File: src/rtl/nonogram_pkg.sv
// Shared types and defaults for the nonogram board parser.
package nonogram_pkg;
  typedef enum logic [1:0] {
    IDLE     = 2'd0,
    GET_N    = 2'd1,
    GET_DATA = 2'd2,
    GET_STOP = 2'd3
  } state_t;

  localparam logic [7:0] STOP_BYTE    = 8'hFF;
  localparam int         DEF_MAX_ROWS = 11;
  localparam int         DEF_MAX_COLS = 11;
endpackage

File: src/rtl/byte_timer.sv
// Inter-byte idle counter: counts clocks while run is high, restarts on clear,
// and flags expired on the TIMEOUT_CYCLES-th consecutive idle clock.
module byte_timer #(
  parameter int TIMEOUT_CYCLES = 100000
) (
  input  logic clk,
  input  logic rst,
  input  logic run,
  input  logic clear,
  output logic expired
);
  localparam int TW = $clog2(TIMEOUT_CYCLES + 1);

  logic [TW-1:0] count;

  assign expired = run && !clear && (count == TW'(TIMEOUT_CYCLES - 1));

  // Idle-clock counter; held at zero outside a frame and on every byte.
  always_ff @(posedge clk or posedge rst) begin
    if (rst)                          count <= '0;
    else if (!run || clear || expired) count <= '0;
    else                              count <= count + 1'b1;
  end
endmodule

File: src/rtl/board_parser.sv
// Board frame parser: m, n, ceil(m*n/8) data bytes, stop byte 0xFF.
// Optional inter-byte timeout enabled by defining PARSER_TIMEOUT_EN.
module board_parser
  import nonogram_pkg::*;
#(
  parameter int MAX_ROWS       = DEF_MAX_ROWS,
  parameter int MAX_COLS       = DEF_MAX_COLS,
  parameter int TIMEOUT_CYCLES = 100000
) (
  input  logic                             clk,
  input  logic                             rst,
  input  logic                             valid_in,
  input  logic [7:0]                       byte_in,
  output logic [$clog2(MAX_ROWS+1)-1:0]    m,
  output logic [$clog2(MAX_COLS+1)-1:0]    n,
  output logic [MAX_ROWS*MAX_COLS-1:0]     solution,
  output logic                             valid_out,
  output logic                             busy,
  output logic                             error
);
  localparam int MW    = $clog2(MAX_ROWS + 1);
  localparam int NW    = $clog2(MAX_COLS + 1);
  localparam int CELLS = MAX_ROWS * MAX_COLS;
  // Wide enough for m*n+7 and for the bit offset of the last data byte.
  localparam int IW    = $clog2(CELLS + 8) + 1;

  state_t                state;
  logic [IW-1:0]         prod;
  logic [IW-1:0]         dbytes;
  logic [IW-1:0]         cnt;
  logic [IW-1:0]         base;
  logic [IW-1:0]         prod_n;
  logic [CELLS-1:0]      sol_wr;
  logic                  m_bad;
  logic                  n_bad;
  logic                  expired;

  assign busy   = (state != IDLE);
  assign base   = {cnt[IW-4:0], 3'b000};
  assign prod_n = IW'(m) * IW'(byte_in[NW-1:0]);
  assign m_bad  = (byte_in == 8'd0) || (int'(byte_in) > MAX_ROWS);
  assign n_bad  = (byte_in == 8'd0) || (int'(byte_in) > MAX_COLS);

`ifdef PARSER_TIMEOUT_EN
  byte_timer #(.TIMEOUT_CYCLES(TIMEOUT_CYCLES)) u_timer (
    .clk     (clk),
    .rst     (rst),
    .run     (busy),
    .clear   (valid_in),
    .expired (expired)
  );
`else
  assign expired = 1'b0;
`endif

  // Merge the current data byte into the board; bits past m*n are dropped.
  always_comb begin
    sol_wr = solution;
    for (int c = 0; c < CELLS; c++) begin
      if (IW'(c) >= base && IW'(c) < base + IW'(8) && IW'(c) < prod)
        sol_wr[c] = byte_in[3'(IW'(c) - base)];
    end
  end

  // Frame FSM; valid_out/error are registered one-cycle pulses.
  always_ff @(posedge clk or posedge rst) begin
    if (rst) begin
      state     <= IDLE;
      m         <= '0;
      n         <= '0;
      solution  <= '0;
      prod      <= '0;
      dbytes    <= '0;
      cnt       <= '0;
      valid_out <= 1'b0;
      error     <= 1'b0;
    end else begin
      valid_out <= 1'b0;
      error     <= 1'b0;
      if (expired) begin
        state <= IDLE;
        error <= 1'b1;
      end else if (valid_in) begin
        case (state)
          IDLE: begin
            // A bad m never starts a frame, so the previous board is kept.
            if (m_bad) error <= 1'b1;
            else begin
              m        <= byte_in[MW-1:0];
              solution <= '0;
              state    <= GET_N;
            end
          end
          GET_N: begin
            if (n_bad) begin
              error <= 1'b1;
              state <= IDLE;
            end else begin
              n      <= byte_in[NW-1:0];
              prod   <= prod_n;
              dbytes <= (prod_n + IW'(7)) >> 3;
              cnt    <= '0;
              state  <= GET_DATA;
            end
          end
          GET_DATA: begin
            solution <= sol_wr;
            cnt      <= cnt + 1'b1;
            if (cnt == dbytes - 1'b1) state <= GET_STOP;
          end
          default: begin
            state <= IDLE;
            if (byte_in == STOP_BYTE) valid_out <= 1'b1;
            else                      error     <= 1'b1;
          end
        endcase
      end
    end
  end
endmodule

File: config.mk
export PLATFORM = sky130hd
export DESIGN_NAME = board_parser
export DESIGN_NICKNAME = d
export VERILOG_FILES = /design/src/rtl/nonogram_pkg.sv /design/src/rtl/byte_timer.sv /design/src/rtl/board_parser.sv
export SDC_FILE = /design/constraint.sdc
export NUM_CORES = 1
export LEC_CHECK = 0
export ABC_CLOCK_PERIOD_IN_PS = 5260
export CORE_AREA = 2 2 193 195
export DETAILED_ROUTE_END_ITERATION = 6
export DIE_AREA = 0 0 195 197
export HOLD_SLACK_MARGIN = 0.06
export PLACE_DENSITY = 0.5
export SYNTH_ARGS = -nofsm -noshare
export SYNTH_HDL_FRONTEND = slang
export SYNTH_SLANG_ARGS = --single-unit
File: constraint.sdc
create_clock -name clk -period 5.26 [get_ports clk]
set_clock_uncertainty 0.1 [all_clocks]
set_input_delay 1.052 -clock clk [delete_from_list [all_inputs] [get_ports clk]]
set_output_delay 1.052 -clock clk [all_outputs]
set_load 0.1 [all_outputs]
==> impl_metrics.py <==
metrics = {
    "run_status": {
        "status": "finished, final reports clean",
    },
    "clock_network": {
        "cts_tree": "yes",
        "root_buffer": "clkbuf_16",
        "insertion_delay_ps": 440,
        "path_clk_slew_ps": 70,
        "cts_resized": 0,
        "ctsHoldBuffers": 0,
        "post_cts_buffers": 0,
        "htreeDepth": 4,
        "clkSinkCount": 156,
        "clk_path_buf_depth": 2,
        "cts_buffers": 17,
    },
    "worst_setup_path": {
        "cp-start-kind": "input port",
        "critPathBufInv": 2,
        "slowest_stage": "fa_1",
        "crit_arrival_ps": 4570,
        "crit_path_end_kind": "register",
        "path_max_fanout": 3,
        "crit_top_cell": "fa_1",
        "cp.required_ps": 5530,
        "cpPeakStageDelay_ps": 550,
        "critPathKind": "input port to register",
        "path_delay_family": "adder cells",
        "crit_chain": "clkdlybuf4s50_1, nand2_1, fa_1, inv_1, fa_1, fa_1, a21o_1, a21oi_1, xnor2_1, or3b_2, xor2_1, o21ai_0",
    },
    "timing": {
        "post-route-min-period_ps": 4310,
        "rsz0062_at_grt": "no",
        "setup_violations": 0,
        "hold_viol_final": 0,
        "relSlewSlack_pct": 20.6,
        "worstMarginPinSlew_ps": 1180,
        "hold_slack_ps": 387,
        "tns_ps": 0,
        "slew_violations": 0,
        "post-route-period-util_pct": 81.9,
        "fmax_ghz": 0.232,
    },
    "detailed_routing": {
        "vias": 8534,
        "first_pass_iters": 5,
        "viasPerCell": 5.26,
        "finalWirelength_um": 34600,
        "wl_met1_um": 16000,
        "ant_nets": 0,
        "wl_met2_um": 15600,
        "routed.top_layer": "met4",
        "dr_wl_met3_um": 2080,
        "drtIter0Drc": 718,
        "routedWlPerCell_um": 21.3,
        "drc": 0,
    },
    "synth": {
        "synth.cell_area_mm2": 0.00895,
        "synthXorXnorAreaFrac_pct": 1.57,
        "postSynthCellCount": 1025,
        "synthMuxAreaShare_pct": 6.75,
        "synth_top_family_by_area": "compound AO/OA/AOI/OAI gates",
        "synth_seq_cells": 156,
        "synthSimpleGateAreaFrac_pct": 16.9,
        "async_flop_share_pct": 100,
        "synthAdderAreaFrac_pct": 3.27,
        "synth_compound_area_share_pct": 22.8,
        "ys_seq_area_share_pct": 43.6,
        "synth.distinct_cells": 58,
        "synth_top_area_share_pct": 43.6,
        "synth_edf_count": 0,
        "synth_top_cell_by_area": "dfrtp_1",
        "syn_nets": 1057,
        "yosys_warnings": 0,
        "synth_area_leaders": "dfrtp_1, o21ai_0, nand2_1",
        "ys.flop_type": "dfrtp_1",
        "postSynthAreaPerCell_um2": 8.73,
    },
    "floorplan": {
        "rows": 70,
        "die_x_um": 195,
        "ios": 143,
        "die_h_um": 197,
        "dieArea_mm2": 0.0384,
        "initial_utilization_pct": 24.7,
        "coreArea_mm2": 0.0363,
    },
    "cells_and_area": {
        "final_nets": 1172,
        "final_common_cell": "dfrtp_1",
        "layout.cells.most_common_list": "dfrtp_1, clkdlybuf4s50_1, nand2_1",
        "layout-area-overhead-vs-synth_pct": 28.1,
        "drive_above_1_share_pct": 8.50,
        "antenna_cells": 0,
        "stdcell_count": 1621,
    },
    "global_route": {
        "grt_pass1_vias": 8115,
        "grt_use_total_pct": 18.0,
        "overflow": 0,
        "grt_max_degree": 136,
        "grt_pass1_wl_um": 52200,
        "antenna_found_initial": 0,
    },
    "power_and_ir_drop": {
        "power.leakage_nw": 4.73,
        "power.density_mw_per_mm2": 346,
        "ir_worst_vdd_mv": 0.236,
    },
    "placed_design": {
        "dp_hpwl_um": 25200,
        "portBuffers": 142,
        "gp_congestion": 0.907,
        "dp.cells": 1589,
    },
    "flow_run": {
        "cap_violations": 0,
    },
    "hold_path": {
        "holdCritPathClass": "register to register",
    },
}
-- worst min-delay path: stages, from the launching register on --
cell	delay (ps)
dfrtp_1	350
nand2_1	50
nand2_1	60
-- state kept, by name, summed over array words and instances, names as in the netlist --
name       flops
solution     121
cnt            9
prod           8
dbytes         6
m              4
n              4
state          2
error          1
valid_out      1
-- final cells by class --
class	count	area, um^2
clock buffers	18	439
clock inverters	14	139
well taps	468	586
repair buffers	165	1610
fillers	3806	24800
inverters	51	195
multi-input cells	749	4600
flip-flops and latches	156	3910
-- final timing paths --
kind                            startpoint      endpoint  slack, ps  depth (start not counted)
worst max-delay path            byte_in[3]     dbytes[4]        950                         12
worst min-delay path                  n[1]          n[1]        390                          2
worst max register to register        m[0]     dbytes[4]       1510                         11
worst min register to register        n[1]          n[1]        390                          2
max in group asynchronous              rst      state[1]       2930                          3
min in group asynchronous              rst  solution[33]        900                          2
-- metal layers --
metal | vias to the layer above | GRT usage (%)
met5 | - | 0
met4 | 0 | 6.62
li1 | 3924 | -
met1 | 4197 | 25.1
met2 | 357 | 28.0
met3 | 56 | 3.08
-- cell usage after synthesis, drive strengths merged (7+ instances only) --
| master | instances |
|---|---|
| dfrtp | 156 |
| nor3 | 12 |
| a21boi | 7 |
| or2 | 7 |
| xnor2 | 11 |
| nand2 | 127 |
| o31ai | 21 |
| ha | 17 |
| mux2i | 30 |
| or3 | 13 |
| inv | 51 |
| o22ai | 35 |
| nand3 | 20 |
| clkbuf | 63 |
| nand4 | 7 |
| and2 | 28 |
| o21ai | 106 |
| o211ai | 16 |
| mux2 | 27 |
| a21oi | 93 |
| nor2b | 8 |
| nor2 | 60 |
| nor4 | 10 |
| o311ai | 17 |
-- cell families after synthesis --
| logic type | after synthesis |
|---|---|
| simple gates | 317 |
| flops | 156 |
| mux | 57 |
| compound gates | 338 |
| xor+xnor | 16 |
| fa+ha+maj | 21 |
| buf+inv | 120 |
-- power by group --
| part | internal [W] | switching, W | leakage (nW) |
|---|---|---|---|
| registers | 0.00129 | 0.000109 | 2.13 |
| clock network | 0.000674 | 0.000560 | 0.275 |
| logic | 0.000326 | 0.00101 | 2.33 |
| total | 0.00229 | 0.00168 | 4.73 |
-- per-stage QoR --
stage	cell area (um^2)	total power (W)	setup WS, ps	util, %
after floorplan	8950	0.00240	814	-
after global routing	11500	0.00413	732	31.6
after detailed placement	10900	0.00276	503	30.0
final	11500	0.00397	951	31.6
after global placement	10900	0.00275	539	30.0
after CTS	11500	0.00399	939	31.6
Power figures use the tool's default switching activity.
